<file path="config.mk">
export PLATFORM = sky130hd
export DESIGN_NAME = imm_decode_stage
export DESIGN_NICKNAME = d
export VERILOG_FILES = /design/src/rtl/imm_decode_stage.sv
export SDC_FILE = /design/constraint.sdc
export NUM_CORES = 1
export LEC_CHECK = 0
export BUFFER_PORTS_ARGS = -buffer_cell sky130_fd_sc_hd__buf_2
export CAP_MARGIN = 20
export CORE_MARGIN = 10
export CORE_UTILIZATION = 40
export DETAILED_ROUTE_END_ITERATION = 6
export PLACE_DENSITY = 0.7
export SLEW_MARGIN = 20
export SYNTH_ARGS = -nofsm -noshare
export SYNTH_HDL_FRONTEND = slang
export SYNTH_SLANG_ARGS = --single-unit
export TNS_END_PERCENT = 1
</file>
<file path="constraint.sdc">
create_clock -name clk_i -period 6.41 [get_ports clk_i]
set_input_delay 1.282 -clock clk_i [delete_from_list [all_inputs] [get_ports clk_i]]
set_output_delay 1.282 -clock clk_i [all_outputs]
set_load 0.03 [all_outputs]
</file>
<file path="src/rtl/imm_decode_stage.sv">
// RV immediate decoder with a registered valid/ready output and a 2-entry skid buffer.
// Only the decoded result is stored, so IN_READY depends on local state only.
module imm_decode_stage #(
   parameter int XLEN      = 32,
   parameter bit AUTO_FMT  = 1'b1,
   parameter int ILL_CNT_W = 16
) (
   input  logic                 clk_i,
   input  logic                 rst_i,
   input  logic                 in_valid_i,
   output logic                 in_ready_o,
   input  logic [31:0]          instruction_i,
   input  logic [2:0]           selection_i,
   output logic                 out_valid_o,
   input  logic                 out_ready_i,
   output logic [XLEN-1:0]      imm_o,
   output logic [2:0]           fmt_o,
   output logic                 illegal_o,
   output logic [ILL_CNT_W-1:0] ill_count_o
);

   localparam logic [2:0] F_NONE = 3'd0, F_I = 3'd1, F_U = 3'd2,
                          F_S = 3'd3, F_B = 3'd4, F_J = 3'd5;

   typedef struct packed {
      logic [XLEN-1:0] imm;
      logic [2:0]      fmt;
      logic            ill;
   } entry_t;

   typedef enum logic [1:0] {S_EMPTY, S_ONE, S_FULL} state_e;

   state_e              state_q, state_d;
   entry_t              or_q, sr_q, dec_e;
   logic [ILL_CNT_W-1:0] cnt_q;
   logic [2:0]          dec_fmt;
   logic                dec_ill;
   logic [31:0]         raw;
   logic [XLEN-1:0]     dec_imm;
   logic                accept, pop;
   logic                or_ld_new, or_ld_sr, or_clr, sr_ld;

   // Format resolution; illegal decodes collapse to format none so the immediate is zero.
   always_comb begin
      dec_fmt = F_NONE;
      dec_ill = 1'b0;
      if (AUTO_FMT) begin
         case (instruction_i[6:0])
            7'b0000011, 7'b0001111, 7'b0010011,
            7'b1100111, 7'b1110011:             dec_fmt = F_I;
            7'b0010111, 7'b0110111:             dec_fmt = F_U;
            7'b0100011:                         dec_fmt = F_S;
            7'b1100011:                         dec_fmt = F_B;
            7'b1101111:                         dec_fmt = F_J;
            7'b0110011:                         dec_fmt = F_NONE;
            7'b0011011: if (XLEN == 64) dec_fmt = F_I; else dec_ill = 1'b1;
            7'b0111011: if (XLEN != 64) dec_ill = 1'b1;
            default:                            dec_ill = 1'b1;
         endcase
      end else begin
         if (selection_i > F_J) dec_ill = 1'b1;
         else                   dec_fmt = selection_i;
      end
   end

   always_comb begin
      raw = '0;
      case (dec_fmt)
         F_I:     raw = {{20{instruction_i[31]}}, instruction_i[31:20]};
         F_U:     raw = {instruction_i[31:12], 12'b0};
         F_S:     raw = {{20{instruction_i[31]}}, instruction_i[31:25], instruction_i[11:7]};
         F_B:     raw = {{19{instruction_i[31]}}, instruction_i[31], instruction_i[7],
                         instruction_i[30:25], instruction_i[11:8], 1'b0};
         F_J:     raw = {{11{instruction_i[31]}}, instruction_i[31], instruction_i[19:12],
                         instruction_i[20], instruction_i[30:21], 1'b0};
         default: raw = '0;
      endcase
   end

   if (XLEN == 64) begin : g_rv64
      assign dec_imm = {{32{raw[31]}}, raw};
   end else begin : g_rv32
      assign dec_imm = raw;
   end

   always_comb begin
      dec_e.imm = dec_imm;
      dec_e.fmt = dec_fmt;
      dec_e.ill = dec_ill;
   end

   assign in_ready_o  = (state_q != S_FULL);
   assign out_valid_o = (state_q != S_EMPTY);
   assign accept      = in_valid_i & in_ready_o;
   assign pop         = out_valid_o & out_ready_i;

   always_ff @(posedge clk_i or posedge rst_i) begin
      if (rst_i) state_q <= S_EMPTY;
      else       state_q <= state_d;
   end

   always_comb begin
      state_d   = state_q;
      or_ld_new = 1'b0;
      or_ld_sr  = 1'b0;
      or_clr    = 1'b0;
      sr_ld     = 1'b0;
      case (state_q)
         S_EMPTY: if (accept) begin
            or_ld_new = 1'b1;
            state_d   = S_ONE;
         end
         S_ONE: begin
            if (accept && pop) begin
               or_ld_new = 1'b1;
            end else if (accept) begin
               sr_ld   = 1'b1;
               state_d = S_FULL;
            end else if (pop) begin
               or_clr  = 1'b1;
               state_d = S_EMPTY;
            end
         end
         S_FULL: if (pop) begin
            or_ld_sr = 1'b1;
            state_d  = S_ONE;
         end
         default: state_d = S_EMPTY;
      endcase
   end

   // OR is zeroed when drained so an empty stage never shows a stale result.
   always_ff @(posedge clk_i or posedge rst_i) begin
      if (rst_i) begin
         or_q  <= '0;
         sr_q  <= '0;
         cnt_q <= '0;
      end else begin
         if (or_ld_new)     or_q <= dec_e;
         else if (or_ld_sr) or_q <= sr_q;
         else if (or_clr)   or_q <= '0;
         if (sr_ld) sr_q <= dec_e;
         if (accept && dec_ill && (cnt_q != '1)) cnt_q <= cnt_q + ILL_CNT_W'(1);
      end
   end

   assign imm_o       = or_q.imm;
   assign fmt_o       = or_q.fmt;
   assign illegal_o   = or_q.ill;
   assign ill_count_o = cnt_q;

endmodule

</file>
Word-level counts from Yosys, hierarchy flattened
Index checks and enable logic that the tools add are counted.

word-level totals
  flip-flop bits (word level) = 90
  latch bits = 0
  RAM bits = 0
  memory bits (read-only) = 0
  output and inout port bits = 54
  memories = 0

operators by class
  $add $sub $neg = 1
  multipliers = 0
  div/mod/pow operators = 0
  $lt $le $gt $ge = 0
  equal/unequal tests = 24
  shift operators = 0
  mux-type cells = 22
  bitwise logic cells = 2
  reduce and logical (&&, ||, !) cells = 10

operator list
  cell                                                                   count
  32-bit one-hot mux with 5 select lines                                 1
  36-bit 2-to-1 mux                                                      3
  7-bit equality test, second input constant                             4
  7-bit by 6-bit equality test with 1-bit output, second input constant  3
  16-bit by 1-bit adder with 16-bit output, second input constant        1
  16-bit != test, second input constant                                  1
  3-bit one-hot mux with 5 select lines                                  1
  7-bit by 5-bit equality test with 1-bit output, second input constant  2
  11-bit OR reduction                                                    1
  1-bit 2-to-1 mux                                                       10
  2-bit 2-to-1 mux                                                       5
  2-bit != test, second input constant                                   4
  7-bit by 2-bit equality test with 1-bit output, second input constant  1
  7-bit by 4-bit equality test with 1-bit output, second input constant  1
  3-bit by 2-bit equality test with 1-bit output, second input constant  2
  3-bit equality test, second input constant                             2
  2-bit one-hot mux with 3 select lines                                  1
  5-bit OR reduction                                                     1
  4-bit AND reduction                                                    1
  3-bit by 1-bit equality test with 1-bit output, second input constant  1
  1-bit logical AND                                                      3
  3-bit != test, second input constant                                   1
  3-bit nonzero test                                                     1
  1-bit AND                                                              2
  other kinds (6)                                                        6

Logic depth before layout (Yosys ltp)
Gate-level depths: netlist of run 1.

  depth after elaboration = 9
  gate-level depth with buffers = 7

Worst setup path before layout of run 1
OpenSTA, ideal clock, no wires.

  path kind = input port to flip-flop
  from = in instruction_i[6]
  to = reg cnt_q[1], in the netlist ill_count_o[1]
  library setup time = 0.128 ns
  arrival time = 2.481 ns
  slack = 3.802 ns
  stages = 6
  path buffers = 1
  path through = buf_2 and2_1 o211ai_2 o311ai_4 nor2_1 mux2_1

between the ends
  word-level cells in the longest chain between the ends = 5
  elaborated cells between the ends (all ways) = 15
  classes of those cells = eq/ne: 11; mux: 1; reduce/logical: 3

RTL lines
  item                                                                          RTL line  RTL
  from (decl)                                                                   12        input logic [31:0] instruction_i,
  7-bit by 6-bit equality test with 1-bit output, or another cell as far along  48        case (instruction_i[6:0])
  11-bit OR reduction (no line) *                                               --
  1-bit 2-to-1 mux *                                                            --
  1-bit logical AND * (2 in a row)                                              143       if (accept && dec_ill && (cnt_q != '1)) cnt_q <= cnt_q + ILL_CNT_W'(1);
  to (signal assigned)                                                          143
  to (decl)                                                                     35        logic [ILL_CNT_W-1:0] cnt_q;

Every way passes the cells marked *; elsewhere a longest branch is shown, timed or not.
A chain may end at the register's enable or synchronous reset.

Worst setup path in the final report of run 1
  from = in instruction_i[6]
  to = reg or_q (netlist bit imm_o[18])

between the ends
  word-level cells in the longest chain between the ends = 6
  elaborated cells between the ends (all ways) = 20
  classes of those cells = eq/ne: 15; mux: 3; reduce/logical: 2

RTL lines
  item                                                                          RTL line  RTL
  7-bit by 2-bit equality test with 1-bit output, or another cell as far along  48
  5-bit OR reduction / 2-bit OR reduction (equally long branches)               --
  3-bit one-hot mux with 5 select lines *                                       48
  3-bit equality test, or another cell as far along                             68        case (dec_fmt)
  32-bit one-hot mux with 5 select lines *                                      68
  36-bit 2-to-1 mux *                                                           139       if (or_ld_new) or_q <= dec_e;
  to (signal assigned)                                                          140       else if (or_ld_sr) or_q <= sr_q;
  to (decl)                                                                     34        entry_t or_q, sr_q, dec_e;

Marks and branches as above.

==> results of run 1 <==
flip-flops by register name, summed over array words and instances, names as in the netlist:
name / flops
illegal_o: 1
imm_o: 32
ill_count_o: 16
state_q: 2
fmt_o: 3
sr_q: 36
report_power, final:
group	switching, mW	internal (mW)	leakage (nW)	total (mW)
Combinational	0.291	0.142	1.09	0.433
Sequential	0.0776	0.674	1.18	0.752
Clock	0.238	0.264	0.124	0.502
through the flow:
step | power, mW | hold WS [ns] | utilization (%) | worst slack [ns]
after floorplan | 1.055 | 0.4489 | - | 2.793
after global placement | 1.177 | 0.4622 | 45.98 | 3.060
after detailed placement | 1.199 | 0.4775 | 46.03 | 3.241
after CTS | 1.708 | 0.4952 | 48.60 | 3.615
after global routing | 1.782 | 0.5060 | 48.60 | 3.459
final | 1.686 | 0.4881 | 48.60 | 3.618
path summary, 6_finish.rpt:
| check | slack, ns | end | from |
|---|---|---|---|
| hold reg to reg | 0.49 | sr_q[7] | sr_q[7] |
| min in group asynchronous | 0.94 | ill_count_o[7] | rst_i |
| max in group asynchronous | 4.33 | state_q[1] | rst_i |
| setup / recovery | 3.62 | imm_o[18] | instruction_i[6] |
| setup reg to reg | 4.12 | ill_count_o[1] | ill_count_o[10] |
| hold / removal | 0.49 | sr_q[7] | sr_q[7] |
layout by cell type, fill, tap and decap left out, types with 7 or more instances in the layout:
| master | instances |
|---|---|
| a22oi_1 | 31 |
| buf_4 | 8 |
| buf_2 | 90 |
| nor3_2 | 9 |
| dfrtp_1 | 90 |
| nor2_1 | 33 |
| xor2_1 | 13 |
| clkbuf_16 | 9 |
| a221o_1 | 11 |
| a21oi_1 | 34 |
| nand2_1 | 43 |
| a32oi_1 | 7 |
| o21ai_0 | 27 |
| o21ai_1 | 8 |
| a31oi_2 | 10 |
logic make-up (layout without fill, tap and decap cells):
logic type | count (synthesis) | after routing | share of synthesized area, %
flops | 90 | 90 | 49.97
fa+ha+maj | 2 | 2 | 0.4997
xor+xnor | 15 | 15 | 2.915
compound gates | 153 | 153 | 25.29
buf+inv | 40 | 123 | 4.414
mux | 2 | 2 | 0.4720
simple gates | 136 | 136 | 16.44
routing by layer:
metal  global-route usage (%)  up-vias  share of wire, %
met5                        0        -                 0
li1                         -     1774                 -
met4                    7.100        0               1.8
met3                    4.404       20               6.1
met1                    19.52     1901                43
met2                    25.34      129                49
cell usage after synthesis, types with 4 or more instances:
library cell / instances / area [sq um]
o21ai_1: 8 / 40.04
nand2_1: 43 / 161.4
a32o_1: 6 / 60.06
a32oi_1: 7 / 61.31
a31oi_2: 10 / 125.1
a221o_1: 11 / 110.1
nand4_1: 4 / 25.02
nand3_1: 5 / 25.02
nand2b_1: 5 / 31.28
dfrtp_1: 90 / 2252
nor2_1: 34 / 127.6
o21ai_0: 27 / 135.1
inv_1: 7 / 26.28
a22oi_1: 31 / 232.7
nor4_2: 4 / 50.05
clkbuf_1: 19 / 71.32
and2_1: 4 / 25.02
xor2_1: 13 / 113.9
nor3_2: 9 / 90.09
a21oi_1: 34 / 170.2
buf_2: 6 / 30.03
tightest hold or removal path, stage by stage (launching register included):
cell and delay (ns):
dfrtp_1 0.34, nand2_1 0.05, o21ai_0 0.06
area by class of cell:
class	instances	area [sq um]	area share [%]
sequential	90	2252	42.37
multi-input combinational	308	2061	38.77
tap	140	175.2	3.296
inverter	9	35.03	0.6591
timing repair buffer	98	510.5	9.605
clock inverter	7	56.30	1.059
clock buffer	9	225.2	4.237
==> reports/summary.log, run 1 <==
qor: run_status.status finished, final reports clean
qor: logic_synthesis.number_of_enable_type_register_cells_in_the_synthesized_netlist 0
qor: cts.cts_repair_resize_count 0
qor: power.static-leakage-power 2.385 nW
qor: logic_synthesis.syn_inst 438
qor: floorplan.top_level_ports 93
qor: worst_setup_path.timing.setup.critical_path_class input port to flip-flop
qor: timing.setup_skew 0.005928 ns
qor: worst_setup_path.cp_data_arrival_time 3.07 ns
qor: timing.timing_hold_violations_final 0
qor: cells_and_area.synthToLayoutAreaGrowth 17.93%
qor: placed_design.place.detailed.hpwl 8690 um
qor: floorplan.core.rowCount 38
qor: worst_setup_path.critical_path.max_fanout 16
qor: drt.dr_total_vias 3824
qor: cts.cts_hold_repair.buffers 0
qor: timing.final_min_period_over_clock_period 43.55%
qor: worst_setup_path.crit_required 6.69 ns
qor: power.powerDensity 317.2 mW/mm^2
qor: global_route.grt_remaining_overflow 0
qor: cts.cts_tree built
qor: cells_and_area.stdcell_count 661
qor: drt.final_antenna_net_count 0
qor: global_route.grt_antenna_before_repair 0
qor: placed_design.io_buffer_count 89
qor: cells_and_area.stdcell_area 0.005315 sq mm
qor: cells_and_area.filler_cell_count 1021
qor: cts.clk_pin_slew 0.06 ns
qor: logic_synthesis.asyncSetResetFlopFracSynth 100.0%
qor: cts.postCtsSetupRepairBufs 0
qor: min_path.holdCritPathClass flip-flop to flip-flop
qor: logic_synthesis.synth_flop_cell dfrtp_1
qor: timing.unrepaired_setup_endpoints_after_global_routing no
qor: worst_setup_path.crit_path_start_kind input port
qor: worst_setup_path.worst-path-buf-inv 2
qor: worst_setup_path.cp.depth 6
qor: worst_setup_path.reg2regPathDepth 6
qor: floorplan.coreArea 0.01094 sq mm
qor: logic_synthesis.post_synth_num_cell_types 60
qor: drt.wirelength 12540 um
qor: placed_design.gp_congestion 0.9007
qor: timing.slew-limit-headroom 33.73%
qor: worst_setup_path.timing.critical_path.to_type flip-flop
qor: cts.cts.sinks 90
qor: global_route.grt_start_max_net_pins 61
qor: cts.clock_tree.buffer_depth 2
qor: logic_synthesis.synth-seq-area-share 49.97%
qor: global_route.grt_use_total 15.85%
qor: global_route.first_global_vias 3891
qor: floorplan.chipHeight 126.1 um
qor: cells_and_area.post_route_cells_drive_above_1_share 29.37%
qor: timing.timing.setup.tns 0 ns
qor: cells_and_area.nNetsFinal 556
qor: cts.htree_num_levels 3
qor: logic_synthesis.synth-seq-cells 90
qor: timing.final_count_of_negative_setup_slack_endpoints 0
qor: power.maximum_vdd_drop 0.0002005 V
qor: drt.route.detailed.drc 0
qor: run.maxCapViolations 0
qor: drt.drt_first_iter_violations 378
qor: worst_setup_path.cpLargestDelayFamily compound AO/OA/AOI/OAI gates
qor: logic_synthesis.syn-num-nets 478
qor: cells_and_area.antenna_cells_inserted 0
qor: floorplan.fp.dieArea 0.01591 sq mm
qor: cts.clock_insertion_delay_worst_skew 0.36 ns
qor: timing.fin_crit 2.792 ns
qor: floorplan.initial_utilization 41.21%
qor: worst_setup_path.crit_path_cell_trace buf_2, inv_1, or3_1, a211oi_4, a22oi_1, o21ai_1
qor: timing.tightestPinTransition 0.9940 ns
qor: placed_design.place_inst 645
qor: worst_setup_path.critPathSlowestCell a211oi_4
qor: floorplan.die_width 126.1 um
qor: cts.clock_tree.root_cell clkbuf_16
qor: cts.cts_buffers 9
qor: timing.drv_slew 0
qor: min_path.holdPathStages 2
qor: logic_synthesis.mean_instance_size_in_the_synthesized_netlist 10.29 sq um
qor: drt.vias_per_cell 5.785
qor: worst_setup_path.worst_path_largest_cell_delay 0.63 ns
qor: logic_synthesis.synthesis.yosys.warnings 0
qor: timing.max_freq 0.3582 GHz
qor: drt.detail_route.wl_per_cell 18.97 um
qor: global_route.grt_first_pass_wirelength 20560 um
qor: placed_design.place_area 0.005034 sq mm
qor: drt.drtPass1Iterations 5
qor: logic_synthesis.synthesis.area 0.004507 sq mm
Note: power is estimated with default switching activity, not from simulation.
==> run 2, diff against run 1 <==
- clock period: 6.41 -> 2.75 ns (I/O delays scaled with it)
==> run 2 against run 1 <==
Against the previous run:
- final cell count rose by 1.1%
- clock power rose to 2.5 times the previous value
- non-clock buffer count rose by 7
- worst setup slack got worse by 3.0 ns
- count of clock-buffer cells in the layout rose by 4
- global-route usage fell by 0.14 points
- first-iteration DRC count fell by 7.4%
- register-to-register slack got worse by 3.5 ns
- flip-flop and latch count did not move
- largest cell class unchanged
- highest routed layer unchanged
==> reports/summary.log, run 2 (synthesis gave the netlist of run 1 again) <==
qor: timing.max_freq 0.4755 GHz
qor: worst_setup_path.crit_path_start_kind input port [unchanged]
qor: timing.final_min_period_over_clock_period 76.48%
qor: drt.length_of_routed_wiring_on_met1 5592 um [was 5364 um]
qor: drt.route.detailed.drc 0 [unchanged]
qor: cells_and_area.highest_count_cells_in_the_layout_ignoring_fill_and_taps dfrtp_1 (90), buf_2 (89), nand2_1 (43) [was dfrtp_1 (90), buf_2 (90), nand2_1 (43)]
qor: worst_setup_path.timing.setup.critical_path_class input port to flip-flop [unchanged]
qor: worst_setup_path.worstReg2RegEnd ill_count_o[8] [was ill_count_o[1]]
qor: timing.drv_slew 0 [unchanged]
qor: cells_and_area.layout_commonest_cell dfrtp_1
qor: cells_and_area.multi_input_area 0.002066 sq mm [was 0.002061 sq mm]
qor: floorplan.core.rowCount 38 [unchanged]
qor: cells_and_area.synthToLayoutAreaGrowth 20.16% [was 17.93%]
qor: cells_and_area.top_register sr_q [unchanged]
qor: worst_setup_path.reg2regPathDepth 6 [unchanged]
qor: cts.cts_buffers 9 [unchanged]
qor: worst_setup_path.register_to_register_setup_slack 0.66 ns [was 4.12 ns]
qor: worst_setup_path.critical_path.max_fanout 16 [unchanged]
qor: floorplan.top_level_ports 93 [unchanged]
qor: cts.htree_num_levels 3 [unchanged]
qor: power.powerDensity 749.3 mW/mm^2 [was 317.2 mW/mm^2]
qor: cts.clk_pin_slew 0.06 ns [about the same]
qor: floorplan.initial_utilization 41.21% [unchanged]
qor: timing.setup_skew 0.005357 ns [was 0.005928 ns]
qor: cells_and_area.filler_cell_count 1009 [was 1021]
qor: cells_and_area.antenna_cells_inserted 0 [unchanged]
qor: timing.tightestPinTransition 0.8038 ns [was 0.9940 ns]
qor: worst_setup_path.cp_data_arrival_time 2.36 ns [was 3.07 ns]
qor: drt.top_layer_in_use met4 [unchanged]
qor: timing.slew-limit-headroom 46.12% [was 33.73%]
qor: run_status.status finished, final reports clean [unchanged]
qor: placed_design.io_buffer_count 89 [unchanged]
qor: placed_design.place.detailed.hpwl 8952 um [was 8690 um]
qor: worst_setup_path.crit_required 3.00 ns [was 6.69 ns]
qor: timing.timing.setup.tns 0 ns [unchanged]
qor: cells_and_area.nNetsFinal 563 [was 556]
qor: cts.clock_tree.root_cell clkbuf_16 [unchanged]
qor: min_path.holdCritPathClass input port to asynchronous set/reset pin [was flip-flop to flip-flop]
qor: drt.drt_first_iter_violations 350 [was 378]
qor: timing.timing_hold_violations_final 0 [unchanged]
qor: global_route.grt_start_max_net_pins 44 [was 61]
qor: floorplan.chipHeight 126.1 um [unchanged]
qor: global_route.grt_use_total 15.71% [was 15.85%]
qor: global_route.first_global_vias 3832 [was 3891]
qor: cts.clock_tree.buffer_depth 2 [unchanged]
qor: drt.routed-wl-met3 898 um [was 760 um]
qor: placed_design.gp_congestion 0.8862 [was 0.9007]
qor: power.maximum_vdd_drop 0.0005166 V [was 0.0002005 V]
qor: cells_and_area.stdcell_area 0.005415 sq mm [was 0.005315 sq mm]
qor: floorplan.die_width 126.1 um [unchanged]
qor: worst_setup_path.crit-reg2reg-launch ill_count_o[11] [was ill_count_o[10]]
qor: timing.final_count_of_negative_setup_slack_endpoints 0 [unchanged]
qor: cts.cts_tree built [unchanged]
qor: cells_and_area.post_route_cells_drive_above_1_share 30.11% [was 29.37%]
qor: run.maxCapViolations 0 [unchanged]
qor: timing.fin_crit 2.103 ns
qor: cts.cts.sinks 90 [unchanged]
qor: cts.cts_hold_repair.buffers 0 [unchanged]
qor: cells_and_area.number_of_flip_flops_under_the_largest_register_name 36 [unchanged]
qor: placed_design.place_area 0.005109 sq mm [was 0.005034 sq mm]
qor: cts.postCtsSetupRepairBufs 0 [unchanged]
qor: drt.dr_total_vias 3890 [was 3824]
qor: cts.clock_insertion_delay_worst_skew 0.34 ns [was 0.36 ns]
qor: power.static-leakage-power 2.444 nW [was 2.385 nW]
qor: drt.detail_route.wl_per_cell 19.06 um [was 18.97 um]
qor: global_route.grt_antenna_before_repair 0 [unchanged]
qor: global_route.grt_remaining_overflow 0 [unchanged]
qor: power.power 4.058 mW [was 1.686 mW]
qor: global_route.grt_first_pass_wirelength 20530 um [was 20560 um]
qor: floorplan.coreArea 0.01094 sq mm [unchanged]
qor: drt.wirelength 12730 um [was 12540 um]
qor: timing.unrepaired_setup_endpoints_after_global_routing no [unchanged]
qor: drt.met2WireLength 6125 um [was 6189 um]
qor: worst_setup_path.timing.critical_path.to_type flip-flop [unchanged]
qor: cts.cts_repair_resize_count 0 [unchanged]
qor: drt.vias_per_cell 5.823 [was 5.785]
qor: drt.drtPass1Iterations 5 [unchanged]
qor: cells_and_area.sequential_cell_area 0.002252 sq mm [unchanged]
qor: floorplan.fp.dieArea 0.01591 sq mm [unchanged]
qor: drt.final_antenna_net_count 0 [unchanged]
qor: cells_and_area.post-route-util 49.52% [was 48.60%]
==> run 2: worst max-delay path, stage by stage <==
cell	delay [ns]
buf_2	0.22
inv_1	0.16
or3_1	0.44
a211oi_4	0.65
nand2_1	0.14
a21oi_1	0.19
==> run 2: cell type report <==
class,count,share of cell area (%)
tap,140,3.235
clock buffer,13,4.806
inverter,9,0.6932
multi-input combinational,308,38.15
timing repair buffer,105,10.67
sequential,90,41.59
clock inverter,3,0.8549
==> run 2: per-layer routing <==
layer,global-route usage (%),vias to the layer above
met4,4.421,0
met5,0,-
met3,4.782,9
met1,20.14,1950
li1,-,1797
met2,25.04,134
==> run 2: per-stage QoR <==
step           hold WS (ns)  cells  setup WS (ns)
2_1_floorplan        0.4489    438         0.8136
3_3_place_gp         0.4611    652         0.1120
3_5_place_dp         0.4706    652         0.3238
4_1_cts              0.2825    668         0.6484
5_1_grt              0.3124    668         0.4764
6_report             0.2789    668         0.6468
==> run 2: worst max-delay path by stage <==
stage	from	slack [ns]	cells after the start	end
2_1_floorplan	ill_count_o[10]	0.81	6	ill_count_o[2]
3_3_place_gp	instruction_i[3]	0.11	6	imm_o[5]
3_5_place_dp	instruction_i[6]	0.32	6	sr_q[19]
4_1_cts	ill_count_o[10]	0.65	5	ill_count_o[1]
5_1_grt	instruction_i[5]	0.48	6	imm_o[17]
6_report	instruction_i[6]	0.65	6	sr_q[19]
==> run 2: where the power goes <==
part	leakage, nW	total, mW	switching (mW)	internal, mW
clock	0.146	1.27	0.513	0.758
combinational	1.12	1.03	0.690	0.341
sequential	1.18	1.75	0.183	1.57
